`src/rtl/unique_0.sv`:
```
// -----------------------------------------------------------------------------
// unique_0 : instruction-check stage between fetch and the control unit.
//
// Each accepted word is classified:
//   - control instruction (opcode 6'b111111): drives the communication sideband
//     (signal_out / communication_enable_out) and the PC-select line.
//   - ordinary instruction: forwarded on ins_out with the CU enabled.
// All outputs are registered (1-cycle latency).
//
// Ports:
//   clock                    in   system clock, rising edge
//   reset                    in   asynchronous, active-high reset
//   ins_in[31:0]             in   fetched instruction word
//   wait_for_next_in         in   1 = current word invalid, hold state
//   signal_out[18:0]         out  ins_in[25:7] of last accepted control word
//   ins_out[31:0]            out  last accepted ordinary instruction
//   pc_choice_out            out  1 = sequential fetch, 0 = start-redirect
//   cu_enable_out            out  control-unit enable
//   communication_enable_out out  sideband communication valid
//
// Build option:
//   UNIQUE_0_STOP_PULSE_EN  defined   : STOP raises communication_enable_out
//                                       for exactly one cycle.
//                           undefined : STOP holds communication_enable_out
//                                       high, like END.
// -----------------------------------------------------------------------------
module unique_0 #(
    parameter int unsigned BUS_WIDTH = 32
) (
    input  logic                 clock,
    input  logic                 reset,
    input  logic [BUS_WIDTH-1:0] ins_in,
    input  logic                 wait_for_next_in,
    output logic [18:0]          signal_out,
    output logic [BUS_WIDTH-1:0] ins_out,
    output logic                 pc_choice_out,
    output logic                 cu_enable_out,
    output logic                 communication_enable_out
);

    localparam logic [5:0] CTRL_OPCODE = 6'b111111;

    typedef enum logic [1:0] {
        SUB_END   = 2'b00,
        SUB_RSVD  = 2'b01,
        SUB_START = 2'b10,
        SUB_STOP  = 2'b11
    } subcode_e;

    logic [18:0]          signal_q, signal_d;
    logic [BUS_WIDTH-1:0] ins_q, ins_d;
    logic                 pc_choice_q, pc_choice_d;
    logic                 cu_enable_q, cu_enable_d;
    logic                 comm_enable_q, comm_enable_d;
`ifdef UNIQUE_0_STOP_PULSE_EN
    logic                 stop_pulse_q, stop_pulse_d;
`endif

    logic     is_ctrl;
    subcode_e subcode;

    always_comb begin
        is_ctrl = (ins_in[31:26] == CTRL_OPCODE);
        subcode = subcode_e'(ins_in[25:24]);
    end

    always_comb begin
        signal_d      = signal_q;
        ins_d         = ins_q;
        pc_choice_d   = pc_choice_q;
        cu_enable_d   = cu_enable_q;
        comm_enable_d = comm_enable_q;
`ifdef UNIQUE_0_STOP_PULSE_EN
        // The STOP pulse ends on the next edge regardless of wait; an accepted
        // START/END/STOP below re-raises the output on that same edge.
        stop_pulse_d = 1'b0;
        if (stop_pulse_q) begin
            comm_enable_d = 1'b0;
        end
`endif
        if (!wait_for_next_in) begin
            if (is_ctrl) begin
                unique case (subcode)
                    SUB_START: begin
                        signal_d      = ins_in[25:7];
                        pc_choice_d   = 1'b0;
                        comm_enable_d = 1'b1;
                    end
                    SUB_STOP: begin
                        signal_d      = ins_in[25:7];
                        cu_enable_d   = 1'b0;
                        comm_enable_d = 1'b1;
`ifdef UNIQUE_0_STOP_PULSE_EN
                        stop_pulse_d  = 1'b1;
`endif
                    end
                    SUB_END: begin
                        signal_d      = ins_in[25:7];
                        comm_enable_d = 1'b1;
                    end
                    SUB_RSVD: begin
                        // reserved: no change
                    end
                    default: begin
                    end
                endcase
            end else begin
                ins_d         = ins_in;
                cu_enable_d   = 1'b1;
                comm_enable_d = 1'b0;
            end
        end
    end

    always_ff @(posedge clock or posedge reset) begin
        if (reset) begin
            signal_q      <= '0;
            ins_q         <= '0;
            pc_choice_q   <= 1'b1;
            cu_enable_q   <= 1'b0;
            comm_enable_q <= 1'b0;
`ifdef UNIQUE_0_STOP_PULSE_EN
            stop_pulse_q  <= 1'b0;
`endif
        end else begin
            signal_q      <= signal_d;
            ins_q         <= ins_d;
            pc_choice_q   <= pc_choice_d;
            cu_enable_q   <= cu_enable_d;
            comm_enable_q <= comm_enable_d;
`ifdef UNIQUE_0_STOP_PULSE_EN
            stop_pulse_q  <= stop_pulse_d;
`endif
        end
    end

    always_comb begin
        signal_out               = signal_q;
        ins_out                  = ins_q;
        pc_choice_out            = pc_choice_q;
        cu_enable_out            = cu_enable_q;
        communication_enable_out = comm_enable_q;
    end

endmodule

```
`config.mk`:
```
export PLATFORM = sky130hd
export DESIGN_NAME = unique_0
export DESIGN_NICKNAME = d
export VERILOG_FILES = /design/src/rtl/unique_0.sv
export SDC_FILE = /design/constraint.sdc
export NUM_CORES = 1
export LEC_CHECK = 0
export BUFFER_PORTS_ARGS = -buffer_cell sky130_fd_sc_hd__buf_2
export CAP_MARGIN = 20
export CORE_ASPECT_RATIO = 0.6
export CORE_UTILIZATION = 50
export CTS_CLUSTER_DIAMETER = 200
export CTS_CLUSTER_SIZE = 12
export DETAILED_ROUTE_END_ITERATION = 7
export PLACE_DENSITY_LB_ADDON = 0.15
export RECOVER_POWER = 100
export SLEW_MARGIN = 20
export SYNTH_ARGS = -nofsm -noshare
export SYNTH_HDL_FRONTEND = slang
export SYNTH_SLANG_ARGS = --single-unit
```
`constraint.sdc`:
```
create_clock -name clock -period 3.3 [get_ports clock]
set_input_delay 0.165 -clock clock [delete_from_list [all_inputs] [get_ports clock]]
set_output_delay 0.165 -clock clock [all_outputs]
set_load 0.03 [all_outputs]
```
==> Yosys cells after proc, flatten, opt, wreduce, memory -nomap -nowiden <==
Index checks and enable logic that the tools add are counted.
{ "word_totals": {"ff_bits": 54, "latchBits": 0, "ramBits": 0, "rom_bits": 0, "input_bits": 35, "out_inout_bits": 54, "elab_cells": 23, "mem_count": 0} }
{ "op_classes": {"n_addsub": 0, "multipliers": 0, "div": 0, "n_lt_le_gt_ge": 0, "eq_ne": 5, "shifts": 0, "mux": 4, "bitwise": 2, "n_reduce_logical": 7} }
{ "ops": {"columns": ["operator", "count"], "rows": [
  ["== test 6 bit (second input constant)", 1],
  ["AND reduction 2 bit", 3],
  ["AND reduction 3 bit", 2],
  ["== test 2 bit (second input constant)", 2],
  ["two-way mux 1 bit", 4],
  ["OR reduction 3 bit", 1],
  ["zero test 2 bit", 1],
  ["inequality test 2 x 1 -> 1 bit (second input constant)", 1],
  ["inequality test 2 bit (second input constant)", 1],
  ["inverter 1 bit", 2]
]} }

==> Depth between registers and ports, before layout <==
{ "depth": {"ltp_word": 4, "depth_mapped": 5} }

==> Worst setup path after synthesis <==
No wires, ideal clock.
{ "synth_timing": {"path_kind": "in2reg", "start": "input wait_for_next_in", "end": "register signal_q[0], in the netlist signal_out[0]", "arrival_ns": 1.381, "t_required_ns": 3.175, "path_slack_ns": 1.794, "path_stages": 4, "path_buffers": 2, "path_cell_list": "buf_6 -> a2111oi_4 -> buf_6 -> mux2_4"} }
{ "synth_via": {"elab_chain_cells": 2} }
{ "synth_rtl": {"columns": ["item", "line", "text"], "rows": [
  ["start, declared", "33", "input logic wait_for_next_in,"],
  ["inverter 1 bit (no source line)", null, null],
  ["AND reduction 3 bit (no source line)", null, null],
  ["end signal, assigned", "126", "signal_q <= signal_d;"],
  ["end, declared", "50", "logic [18:0] signal_q, signal_d;"]
]} }
Every way passes these cells.
A chain may end at the register's enable or synchronous reset.

==> Worst setup path in the final report <==
{ "layout_timing": {"start": "input ins_in[29]", "end": "register signal_q[16], in the netlist signal_out[16]"} }
{ "layout_via": {"elab_chain_cells": 2} }
{ "layout_rtl": {"columns": ["item", "line", "text"], "rows": [
  ["start, declared", "32", "input logic [BUS_WIDTH-1:0] ins_in,"],
  ["== test 6 bit", "63", "is_ctrl = (ins_in[31:26] == CTRL_OPCODE);"],
  ["AND reduction 3 bit (no source line)", null, null]
]} }
Every way passes these cells.

==> results.cfg <==
[finish]
diodes = 0
syn2layout_area_growth_pct = 20.8
multi_input_area_um2 = 648
nFillCells = 327
nets = 251
finish.instance_area_mm2 = 0.00255
drive_above_1_share_pct = 38.7
layout.cells.non_filler = 274
seq_area_mm2 = 0.00135

[timing]
period_needed_ps = 1850
maxSlewViolCount = 55
timing.hold.ws_ps = 95.4
rsz0062_at_grt = no
finalSetupViolCount = 0
tns_ps = 0
tightest_slew_ps = 2270
finalCritPeriodShare_pct = 55.9
max_freq_ghz = 0.542
slew_headroom_pct = -52.1
finalClockSkew_ps = 0
hold_viol = 0

[grt]
grt_pass1_vias = 1316
grt_max_degree = 55
antenna_found_initial = 0
grt_usage_pct = 19.5
grt-ovfl-total = 0
grt_pass1_wl_mm = 6.44

[die]
dieArea_mm2 = 0.00450
core_area_mm2 = 0.00385
io_pins = 89
chipHeight_um = 52.4
chipWidth_um = 85.9
start_util_pct = 54.9
rows = 17

[clock_tree]
cts_buffers = 5
clock_path_buffers = 2
cts_resized = 0
cts_tree = done
path_clk_slew_ps = 90
insertion_delay_ps = 290
cts_root_buffer = clkbuf_8
postCtsHoldBufs = 0
post-cts-setup-buffers = 0
cts.htree.levels = 2
clock-sinks = 54

[placement]
place_inst = 266
dpl.hpwl_mm = 2.89
numPortBuffers = 88
place_congestion = 0.674
place_area_mm2 = 0.00259

[routing]
first_pass_iters = 3
drc = 0
drt-total-wl_mm = 3.96
wl_per_cell_um = 14.5
drt_iter0_markers = 50
vias_per_cell = 4.92
num_vias = 1349
ant_nets = 0

[status]
status = finished, violations left
violations = capacitance limit, slew limit

[pwr]
p_per_area_mw_per_mm2 = 567
irDropWorstVdd_mv = 0.347
p_leak_uw = 0.00115

[logic_synthesis]
syn_nets = 161
synth.avg_cell_area_um2 = 16.8
synth_cells = 126
yosysSeqAreaShare_pct = 64.0
yosysWarnings = 0
yosysUniqueCellTypes = 21
syn-cell-area_mm2 = 0.00211
synth-seq-cells = 54

[worst_setup_path]
worstSetupPathType = input port to flip-flop
arrival_ps = 2030
required_ps = 3490
cp-end-kind = flip-flop
crit_fanout = 18
cp_slowest_stage_delay_ps = 830
path_common_cell = clkbuf_1
cpMaxStageDelayCell = clkbuf_1
startpoint_type = input port
path_cells = clkbuf_1 -> nand4_1 -> a2111oi_0 -> clkbuf_1 -> mux2_2

[hold_path]
worstHoldPathType = input port to flip-flop

[job]
drv_cap = 1
==> metrics by stage <==
step,total power [µW],util (%),setup slack (ps)
after floorplan,1020,-,1790
after global placement,1120,67.3,1600
after detailed placement,1130,67.3,1520
after CTS,1500,69.6,1840
after global routing,1520,66.3,1260
final,1450,66.3,1450
==> path summary, 6_finish.rpt <==
kind                                    start              to  slack [ps]  cells after the start
worst min-delay path                ins_in[1]      ins_out[1]         100                      2
worst max-delay path               ins_in[29]  signal_out[16]        1450                      5
worst max register to register  pc_choice_out   pc_choice_out        2490                      1
max in group asynchronous               reset     ins_out[11]        1810                      2
min in group asynchronous               reset   signal_out[1]         470                      2
worst min register to register  cu_enable_out   cu_enable_out         500                      1
==> flip-flops by register name, summed over array words and instances (netlist names) <==
signal and cells:
ins_out 32, signal_out 19, communication_enable_out 1, cu_enable_out 1
pc_choice_out 1
==> cell usage after synthesis <==
library cell / number / share of area, %
nand2_1: 1 / 0.18
or4_2: 1 / 0.41
dfstp_2: 1 / 1.2
nand4_2: 1 / 0.59
mux2_2: 37 / 20
o21ba_2: 2 / 0.95
a21boi_0: 1 / 0.36
a2111oi_4: 1 / 1.3
nor4_1: 1 / 0.30
buf_2: 4 / 0.95
mux2_4: 9 / 6.4
inv_1: 3 / 0.53
o22a_2: 3 / 1.4
a21oi_1: 1 / 0.24
or3_2: 1 / 0.36
inv_2: 1 / 0.18
dfrtp_1: 53 / 63
o21bai_1: 1 / 0.36
buf_6: 2 / 1.1
o21a_1: 1 / 0.36
a21o_1: 1 / 0.36
==> placed cells by master, fill, tap and decap left out <==
master      count
inv_1           2
nand4_1         1
a21oi_1         1
o21bai_1        1
mux2_4          1
a21boi_0        1
nor4_1          1
mux2_1          9
dfstp_2         1
clkbuf_1       59
or4_2           1
o21ba_1         1
clkinvlp_2      1
mux2_2         36
clkbuf_8        6
buf_2          31
nand2_1         1
a2111oi_0       1
o21ba_2         1
or3_2           1
clkinv_2        1
dfrtp_1        53
o21a_1          1
a21o_1          1
inv_2           1
o22a_2          3
==> final cells by class <==
| type | instances | share of cell area (%) |
|---|---|---|
| flip-flops and latches | 54 | 53.0 |
| multi-input cells | 62 | 25.4 |
| repair buffers | 89 | 14.6 |
| clock buffers | 7 | 3.38 |
| well taps | 57 | 2.79 |
| inverters | 4 | 0.637 |
| clock inverters | 1 | 0.196 |
==> kinds of logic after synthesis <==
kind of cell           share of synthesized area, %
AOI/OAI and AO/OA                              5.33
buffers and inverters                          2.72
muxes                                          26.1
and+or+nand+nor                                1.84
DFF                                            64.0
==> worst max-delay path, delay by kind of cell <==
family / cells / cell delay [ps]
buffers and inverters: 2 / 920
muxes: 1 / 420
AOI/OAI and AO/OA: 1 / 330
and+or+nand+nor: 1 / 180
==> layer usage <==
| layer | vias up | GRT usage [%] | share of wire, % |
|---|---|---|---|
| li1 | 627 | - | - |
| met1 | 669 | 26.5 | 45 |
| met2 | 48 | 30.2 | 47 |
| met3 | 5 | 6.30 | 7.0 |
| met4 | 0 | 5.83 | 0.58 |
| met5 | - | 0 | 0 |
==> where the power goes <==
group          switching, µW  internal (µW)
Combinational            223           97.8
Sequential              35.3            731
Clock                    191            169
Total                    450            998
(Power assumes the default switching activity.)
